$ cat src/rtl/imem_loader_if.sv
// ---------------------------------------------------------------------------
// imem_loader_if
// Bundles the byte-stream handshake, the instruction-memory write port and
// the boot status of the instruction-memory loader.
//
// Signals:
//   start        one-cycle pulse that begins a load              (master -> slave)
//   rx_valid     byte available on rx_data                       (master -> slave)
//   rx_data[7:0] stream byte                                     (master -> slave)
//   rx_ready     loader accepts a byte this cycle                (slave -> master)
//   im_we        instruction-memory write strobe                 (slave -> master)
//   im_addr      word address of the write (ADDR_W bits)         (slave -> master)
//   im_wdata     instruction word                                (slave -> master)
//   cpu_reset    active-high reset to the MIPS core              (slave -> master)
//   done         image loaded, CPU released                      (slave -> master)
//   err          load rejected, CPU held                         (slave -> master)
//   words_loaded words written in the current or last load       (slave -> master)
// ---------------------------------------------------------------------------
interface imem_loader_if #(
  parameter int ADDR_W = 8
) ();
  logic              start;
  logic              rx_valid;
  logic [7:0]        rx_data;
  logic              rx_ready;
  logic              im_we;
  logic [ADDR_W-1:0] im_addr;
  logic [31:0]       im_wdata;
  logic              cpu_reset;
  logic              done;
  logic              err;
  logic [15:0]       words_loaded;

  modport master (
    output start, rx_valid, rx_data,
    input  rx_ready, im_we, im_addr, im_wdata, cpu_reset, done, err, words_loaded
  );

  modport slave (
    input  start, rx_valid, rx_data,
    output rx_ready, im_we, im_addr, im_wdata, cpu_reset, done, err, words_loaded
  );
endinterface

$ cat src/rtl/imem_loader.sv
// ---------------------------------------------------------------------------
// imem_loader
// Boot-time writer for the single-cycle MIPS instruction memory. Accepts a
// byte stream (16-bit big-endian word count, then big-endian 32-bit words),
// writes the words to consecutive word addresses from 0 and holds the CPU in
// reset until the whole image is in memory.
//
// Ports:
//   clk    system clock, all state on the rising edge
//   reset  asynchronous, active-low reset
//   bus    imem_loader_if.slave: start, rx_valid/rx_data/rx_ready,
//          im_we/im_addr/im_wdata, cpu_reset, done, err, words_loaded
//
// Optional feature macro: IMEM_LOADER_CHECKSUM_EN
//   When defined, a trailing byte equal to the XOR of all data bytes must
//   follow the image; a mismatch rejects the load (words stay in memory).
// ---------------------------------------------------------------------------
module imem_loader #(
  parameter int ADDR_W = 8,
  parameter int DEPTH  = 256
) (
  input logic          clk,
  input logic          reset,
  imem_loader_if.slave bus
);

  localparam logic [15:0] DEPTH_W = 16'(DEPTH);

  typedef enum logic [2:0] {
    S_IDLE,
    S_HDR_HI,
    S_HDR_LO,
    S_DATA,
`ifdef IMEM_LOADER_CHECKSUM_EN
    S_CSUM,
`endif
    S_DONE,
    S_ERR
  } state_t;

  state_t            r_state;
  logic              r_rdy;
  logic              r_we;
  logic [ADDR_W-1:0] r_addr;
  logic [31:0]       r_wdata;
  logic              r_cpu_rst;
  logic              r_done;
  logic              r_err;
  logic [15:0]       r_words;
  logic [15:0]       r_count;
  logic [23:0]       r_acc;
  logic [1:0]        r_bidx;
`ifdef IMEM_LOADER_CHECKSUM_EN
  logic [7:0]        r_xor;
`endif

  logic        w_xfer;
  logic [15:0] w_hdr;
  logic [31:0] w_word;
  logic        w_last;

  assign w_xfer = bus.rx_valid & r_rdy;
  assign w_hdr  = {r_count[15:8], bus.rx_data};
  assign w_word = {r_acc, bus.rx_data};
  // True during the strobe of the final word (words_loaded not yet bumped).
  assign w_last = ((r_words + 16'd1) == r_count);

  always_ff @(posedge clk or negedge reset) begin
    if (!reset) begin
      r_state   <= S_IDLE;
      r_rdy     <= 1'b0;
      r_we      <= 1'b0;
      r_addr    <= '0;
      r_wdata   <= '0;
      r_cpu_rst <= 1'b1;
      r_done    <= 1'b0;
      r_err     <= 1'b0;
      r_words   <= '0;
      r_count   <= '0;
      r_acc     <= '0;
      r_bidx    <= '0;
`ifdef IMEM_LOADER_CHECKSUM_EN
      r_xor     <= '0;
`endif
    end else begin
      r_we <= 1'b0;
      case (r_state)
        S_IDLE, S_DONE, S_ERR: begin
          if (bus.start) begin
            r_state   <= S_HDR_HI;
            r_rdy     <= 1'b1;
            r_cpu_rst <= 1'b1;
            r_done    <= 1'b0;
            r_err     <= 1'b0;
            r_words   <= '0;
`ifdef IMEM_LOADER_CHECKSUM_EN
            r_xor     <= '0;
`endif
          end
        end
        S_HDR_HI: begin
          if (w_xfer) begin
            r_count[15:8] <= bus.rx_data;
            r_state       <= S_HDR_LO;
          end
        end
        S_HDR_LO: begin
          if (w_xfer) begin
            r_count[7:0] <= bus.rx_data;
            r_bidx       <= 2'd0;
            if (w_hdr > DEPTH_W) begin
              r_state <= S_ERR;
              r_rdy   <= 1'b0;
              r_err   <= 1'b1;
            end else if (w_hdr == 16'd0) begin
`ifdef IMEM_LOADER_CHECKSUM_EN
              r_state   <= S_CSUM;
`else
              r_state   <= S_DONE;
              r_rdy     <= 1'b0;
              r_done    <= 1'b1;
              r_cpu_rst <= 1'b0;
`endif
            end else begin
              r_state <= S_DATA;
            end
          end
        end
        S_DATA: begin
          // Strobe cycle: count the word just written and leave after the last.
          if (r_we) begin
            r_words <= r_words + 16'd1;
            if (w_last) begin
`ifdef IMEM_LOADER_CHECKSUM_EN
              // A byte offered during the final strobe is the checksum itself.
              if (w_xfer) begin
                r_rdy <= 1'b0;
                if (bus.rx_data == r_xor) begin
                  r_state   <= S_DONE;
                  r_done    <= 1'b1;
                  r_cpu_rst <= 1'b0;
                end else begin
                  r_state <= S_ERR;
                  r_err   <= 1'b1;
                end
              end else begin
                r_state <= S_CSUM;
              end
`else
              r_state   <= S_DONE;
              r_rdy     <= 1'b0;
              r_done    <= 1'b1;
              r_cpu_rst <= 1'b0;
`endif
            end
          end
          // Byte packing, MSB first; the 4th byte launches the write strobe.
          if (w_xfer && !(r_we && w_last)) begin
            r_acc  <= w_word[23:0];
            r_bidx <= r_bidx + 2'd1;
`ifdef IMEM_LOADER_CHECKSUM_EN
            r_xor  <= r_xor ^ bus.rx_data;
`endif
            if (r_bidx == 2'd3) begin
              r_we    <= 1'b1;
              r_addr  <= r_words[ADDR_W-1:0];
              r_wdata <= w_word;
            end
          end
        end
`ifdef IMEM_LOADER_CHECKSUM_EN
        S_CSUM: begin
          if (w_xfer) begin
            r_rdy <= 1'b0;
            if (bus.rx_data == r_xor) begin
              r_state   <= S_DONE;
              r_done    <= 1'b1;
              r_cpu_rst <= 1'b0;
            end else begin
              r_state <= S_ERR;
              r_err   <= 1'b1;
            end
          end
        end
`endif
        default: r_state <= S_IDLE;
      endcase
    end
  end

  assign bus.rx_ready     = r_rdy;
  assign bus.im_we        = r_we;
  assign bus.im_addr      = r_addr;
  assign bus.im_wdata     = r_wdata;
  assign bus.cpu_reset    = r_cpu_rst;
  assign bus.done         = r_done;
  assign bus.err          = r_err;
  assign bus.words_loaded = r_words;

endmodule

$ cat src/flat_wrapper.sv
// flat-port wrapper written by rule: the top's interface ports become plain ports
module imem_loader_flat 
#(
  parameter int ADDR_W = 8,
  parameter int DEPTH  = 256
)
  (clk, reset, bus_start, bus_rx_valid, bus_rx_data, bus_rx_ready, bus_im_we, bus_im_addr, bus_im_wdata, bus_cpu_reset, bus_done, bus_err, bus_words_loaded);
  imem_loader_if #(.ADDR_W(ADDR_W)) bus_i ();
  input logic clk;
  input logic reset;
  input wire logic [$bits(bus_i.start)-1:0] bus_start;
  input wire logic [$bits(bus_i.rx_valid)-1:0] bus_rx_valid;
  input wire logic [$bits(bus_i.rx_data)-1:0] bus_rx_data;
  output wire logic [$bits(bus_i.rx_ready)-1:0] bus_rx_ready;
  output wire logic [$bits(bus_i.im_we)-1:0] bus_im_we;
  output wire logic [$bits(bus_i.im_addr)-1:0] bus_im_addr;
  output wire logic [$bits(bus_i.im_wdata)-1:0] bus_im_wdata;
  output wire logic [$bits(bus_i.cpu_reset)-1:0] bus_cpu_reset;
  output wire logic [$bits(bus_i.done)-1:0] bus_done;
  output wire logic [$bits(bus_i.err)-1:0] bus_err;
  output wire logic [$bits(bus_i.words_loaded)-1:0] bus_words_loaded;
  assign bus_i.start = bus_start;
  assign bus_i.rx_valid = bus_rx_valid;
  assign bus_i.rx_data = bus_rx_data;
  assign bus_rx_ready = bus_i.rx_ready;
  assign bus_im_we = bus_i.im_we;
  assign bus_im_addr = bus_i.im_addr;
  assign bus_im_wdata = bus_i.im_wdata;
  assign bus_cpu_reset = bus_i.cpu_reset;
  assign bus_done = bus_i.done;
  assign bus_err = bus_i.err;
  assign bus_words_loaded = bus_i.words_loaded;
  imem_loader #(.ADDR_W(ADDR_W), .DEPTH(DEPTH)) u_core (.clk(clk), .reset(reset), .bus(bus_i));
endmodule
$ cat config.mk
export PLATFORM = sky130hd
export DESIGN_NAME = imem_loader_flat
export DESIGN_NICKNAME = d
export VERILOG_FILES = /design/src/rtl/imem_loader_if.sv /design/src/rtl/imem_loader.sv /design/src/flat_wrapper.sv
export SDC_FILE = /design/constraint.sdc
export NUM_CORES = 1
export LEC_CHECK = 0
export CORE_ASPECT_RATIO = 0.9
export CORE_UTILIZATION = 45
export DETAILED_ROUTE_END_ITERATION = 12
export PLACE_DENSITY = 0.71
export SETUP_SLACK_MARGIN = 0.05
export SYNTH_ARGS = -nofsm -noshare
export SYNTH_HDL_FRONTEND = slang
export SYNTH_SLANG_ARGS = --single-unit
$ cat constraint.sdc
create_clock -name clk -period 5.7 [get_ports clk]
set_clock_uncertainty 0.2 [all_clocks]
set_input_delay 0.57 -clock clk [delete_from_list [all_inputs] [get_ports clk]]
set_output_delay 0.57 -clock clk [all_outputs]
set_load 0.01 [all_outputs]
======== Word level (Yosys, flattened, before mapping) ========
Index checks and enable logic that the tools add are counted.
operators by class
  equality and inequality tests ........... 17
  magnitude comparators ................... 1
  bitwise gates (word level) .............. 1
  add/subtract/negate cells ............... 2
  reduce and logical (&&, ||, !) cells .... 20
  muxes and demuxes ....................... 37
operator list
  operator                                                        count
  2-to-1 mux 16 bit                                               2
  one-hot mux 16 bit (2 select lines)                             1
  2-to-1 mux 3 bit                                                7
  2-to-1 mux 1 bit                                                19
  adder 16 x 1 -> 16 bit, second input constant                   1
  == test 16 bit                                                  1
  greater-than comparator 16 x 9 -> 1 bit, second input constant  1
  logical NOT 16 bit                                              1
  != test 2 x 1 -> 1 bit, second input constant                   7
  one-hot mux 3 bit (4 select lines)                              1
  one-hot mux 1 bit (3 select lines)                              3
  AND reduction 3 bit                                             3
  AND reduction 7 bit                                             1
  == test 3 x 2 -> 1 bit, second input constant                   2
  == test 3 bit, second input constant                            2
  AND reduction 2 bit                                             3
  AND reduction 6 bit                                             1
  nonzero test 2 bit                                              3
  AND reduction 5 bit                                             1
  2-to-1 mux 2 bit                                                2
  != test 2 bit, second input constant                            2
  one-hot mux 2 bit (2 select lines)                              1
  AND reduction 4 bit                                             1
  == test 3 x 1 -> 1 bit, second input constant                   1
  10 further kinds                                                11
storage, ports and cells
  word-level logic and storage cells ...... 91
  input port bits ......................... 12
  flip-flop bits (word level) ............. 106
  output and inout bits ................... 61

======== Logic depth before layout (Yosys ltp) ========
  word-level depth ........................ 7
  mapped depth ............................ 10
  depth with buffers taken out ............ 8

======== Worst setup path before layout ========
No wires, ideal clock.
  path kind ............................... register -> register
  start point ............................. register u_core.r_words[1], in the netlist u_core.bus.words_loaded[1]
  end point ............................... register u_core.r_acc[10]
  setup slack ............................. 2.723 ns
  path buffers ............................ 2
  arrival ................................. 2.652 ns
  library setup time ...................... 0.125 ns
  clock period less this slack ............ 2.977 ns
  cell stages (with the launch flop) ...... 11
  data required time ...................... 5.375 ns
  cells stage by stage .................... dfrtp_1 -> ha_1 -> clkbuf_2 -> and3_1 -> a221oi_1 -> a41o_1 -> a21oi_1 -> nor4b_2 -> a21oi_2 -> buf_6 -> mux2_4
on the way
  longest elaborated chain between the ends .. 6
ends and longest elaborated chain
  what                                  line                RTL
  start, declared                       imem_loader.sv:49   logic [15:0] r_words;
  start signal, assigned                imem_loader.sv:132  r_words <= r_words + 16'd1;
  adder 16 x 1 -> 16 bit                imem_loader.sv:66   assign w_last = ((r_words + 16'd1) == r_count);
  == test 16 bit                        imem_loader.sv:66
  logical AND 1 bit                     imem_loader.sv:158  if (w_xfer && !(r_we && w_last)) begin
  logical NOT 1 bit                     imem_loader.sv:158
  logical AND 1 bit                     imem_loader.sv:158
  AND reduction 2 bit (no source line)  -
  end signal, assigned                  imem_loader.sv:159  r_acc <= w_word[23:0];
  end, declared                         imem_loader.sv:51   logic [23:0] r_acc;
No other way between the ends.
A chain may end at the register's enable or synchronous reset.

======== Worst setup path after layout ========
  start point ............................. register u_core.r_words[0], in the netlist u_core.bus.words_loaded[0]
  end point ............................... register u_core.r_wdata[13], in the netlist u_core.bus.im_wdata[13]
on the way
  longest elaborated chain between the ends .. 6
ends and longest elaborated chain
  what                                  line                RTL
  adder 16 x 1 -> 16 bit                imem_loader.sv:66
  == test 16 bit                        imem_loader.sv:66
  logical AND 1 bit                     imem_loader.sv:158
  logical NOT 1 bit                     imem_loader.sv:158
  logical AND 1 bit                     imem_loader.sv:158
  AND reduction 3 bit (no source line)  -
  end signal, assigned                  imem_loader.sv:167  r_wdata <= w_word;
  end, declared                         imem_loader.sv:45   logic [31:0] r_wdata;
No other way between the ends.

==> metrics <==
outcome finished, final reports clean; Primary FF master, synth dfrtp_1; CTS H-tree lvls 3; top cells by count, synth dfrtp_1, mux2_4, o21ai_0, mux2_2, nand2_1; Synth async-reset ratio 100%; EDFF count, synth 0; total grt overflow 0; TritonCTS buffer count 9; I/O pin count 73; PwrDens 470 mW/mm2; Top Metal Used met4; Tot GR Track Use 20.0%; post-route ant nets 0; critical path type reg2reg; worst hold-check path type in2async; Die ar. 0.0122 mm2; Worst VDD drop 250 uV; global placer's final weighted congestion 0.874; reg2reg start u_core.bus.words_loaded[0]; leading post-synthesis cells by cell area dfrtp_1, mux2_4, mux2_2, o21ai_0, xnor2_1; Mapped Area 0.00528 mm2; global-route wire length before repair 18700 um; antenna violations before repair 0; setup TNS 0 ns; Die Height 105 um; core area 0.0114 mm2; initial core utilization 46.2%; number of max-cap violations 0; IO buf count 72; drt first pass iters 4; Vias 3612; endpoints failing setup 0; post-CTS sizing 0; Clock Latency Late Sink 0.35 ns; crit path from u_core.bus.words_loaded[0]; Worst-Margin Slew 1.30 ns; met3 wire length 487 um; CTS Buffer Depth 2; layout cells sized above 1 23.4%; R2R cell count 9; Seq/Total Area, Yosys 50.2%; M1 wire length 5150 um; post-route minimum period 4.28 ns; Hold Buf Count CTS 0; vias per inst 5.61; Netlist cell types 58; crit-path max FO 17; drt wl/cell 17.5 um; DR iter-0 viols 194; Die X 116 um; Static Leak 2.71 nW; Reg2Reg Setup Slack 1.42 ns; post-DP HPWL 8070 um; ANT cells 0; Mean Syn Cell Area 12.5 um2; part of the cycle the worst path needs 75.0%; synthesized instance count 423; WHS 0.0220 ns; CTS tree built; area leader, netlist dfrtp_1; Residual DRC 0; # clock sinks 106; startpoint types flip-flop; CP required 5.73 ns; Yosys warnings 0; number of synthesized register bits 106; share of Yosys cell area claimed by the top area cell type 49.7%; top-count cell post-synth dfrtp_1; Final Slew Violations 0; max frequency 0.234 GHz; met2 routed WL 5400 um; syn nets 437; layout net count 497; vias in the first global route 3488; crit path DAT 4.31 ns; clock slew at reported path FFs 0.07 ns; largest net degree at the start of global routing 60; Setup crit end kind flip-flop; RSZ-0062 raised after global routing false; final hold viol count 0; clock root cell clkbuf_16; final WL 11300 um; Post CTS Setup Buffer Count 0; row count 37; Area Growth Syn to Fin 20.8%; Rel. slew slack 12.8%
==> flip-flops by register name (all words and copies together) (netlist names) <==
signal,cells
u_core.bus.rx_ready,1
u_core.bus.done,1
u_core.bus.im_addr,8
u_core.bus.words_loaded,16
u_core.bus.im_we,1
u_core.bus.im_wdata,32
u_core.r_count,16
u_core.r_state,3
u_core.bus.err,1
u_core.r_bidx,2
u_core.r_acc,24
u_core.bus.cpu_reset,1
==> per-layer routing <==
layer | vias to the layer above | global-route usage (%)
met5 | - | 0
met1 | 1829 | 28.0
met2 | 100 | 30.4
met4 | 0 | 7.33
li1 | 1664 | -
met3 | 19 | 4.18
==> metrics by stage <==
stage,power (W),cells,util (%),setup slack [ns],cell area [um2]
after global placement,0.00233,628,53.1,1.62,6070
after detailed placement,0.00238,628,53.1,1.50,6070
after CTS,0.00302,644,55.8,1.46,6380
after floorplan,0.00196,423,-,2.72,5280
after global routing,0.00317,644,55.8,1.20,6380
final,0.00300,644,55.8,1.42,6380
==> placed cells by master, fill, tap and decap left out, types with 2 or more instances in the layout <==
cell and n:
nand4_1 7, mux2_2 22, nor2b_1 4, xor2_1 7, and2_1 4, a211oi_1 3, xnor2_1 13, a221oi_1 2
clkdlybuf4s50_1 71, o21ai_0 28, clkinv_4 2, nand2b_1 3, nand2_1 22, o31ai_1 8, a21o_1 2, nor2_1 17
nor3_1 8, and3_1 5, a31o_2 2, nor3b_1 2, a21oi_1 11, clkinvlp_4 2, dfrtp_1 105, buf_4 5
mux2_4 59, ha_1 2, inv_1 3, clkbuf_16 9, nor4_1 8, nand3_1 18, and4_1 3, nand3b_1 2
==> final timing paths <==
check / end
worst max register to register: u_core.bus.im_wdata[13]
max in group asynchronous: u_core.bus.words_loaded[5]
worst min register to register: u_core.bus.im_wdata[31]
min in group clk: u_core.bus.im_wdata[31]
worst min-delay path: u_core.bus.im_wdata[25]
worst max-delay path: u_core.bus.im_wdata[13]
==> area by class of cell <==
class,instances,area [um2]
Sequential cell,106,2650
Fill cell,972,5050
Inverter,3,11.3
Clock buffer,10,239
Clock inverter,6,73.8
Tap cell,156,195
Multi-Input combinational cell,287,2460
Timing Repair Buffer,76,748
==> power breakdown <==
group | switching (W) | total, W | internal, W
combinational | 0.000409 | 0.00108 | 0.000674
sequential | 0.000251 | 0.00128 | 0.00103
clock | 0.000281 | 0.000638 | 0.000357
total | 0.000941 | 0.00300 | 0.00206
==> cell families after synthesis <==
logic type	Yosys count	share of synthesized area (%)
adder cells (fa/ha/maj)	2	0.474
flip-flops	106	50.2
buffers and inverters	30	3.36
AO/OA/AOI/OAI	72	9.05
multiplexers	81	21.5
XOR/XNOR	20	3.32
AND/OR/NAND/NOR	112	12.1
==> worst max-delay path, cell delays in order (launching register included) <==
cell and delay, ns:
dfrtp_1 0.52, ha_1 0.38, nand3_1 0.21, nor2_1 0.28, nand3_1 0.18, mux2_2 0.32, nor4b_2 0.20, a211oi_4 1.08
buf_4 0.45, mux2_4 0.33
Power figures use the tool's default switching activity.
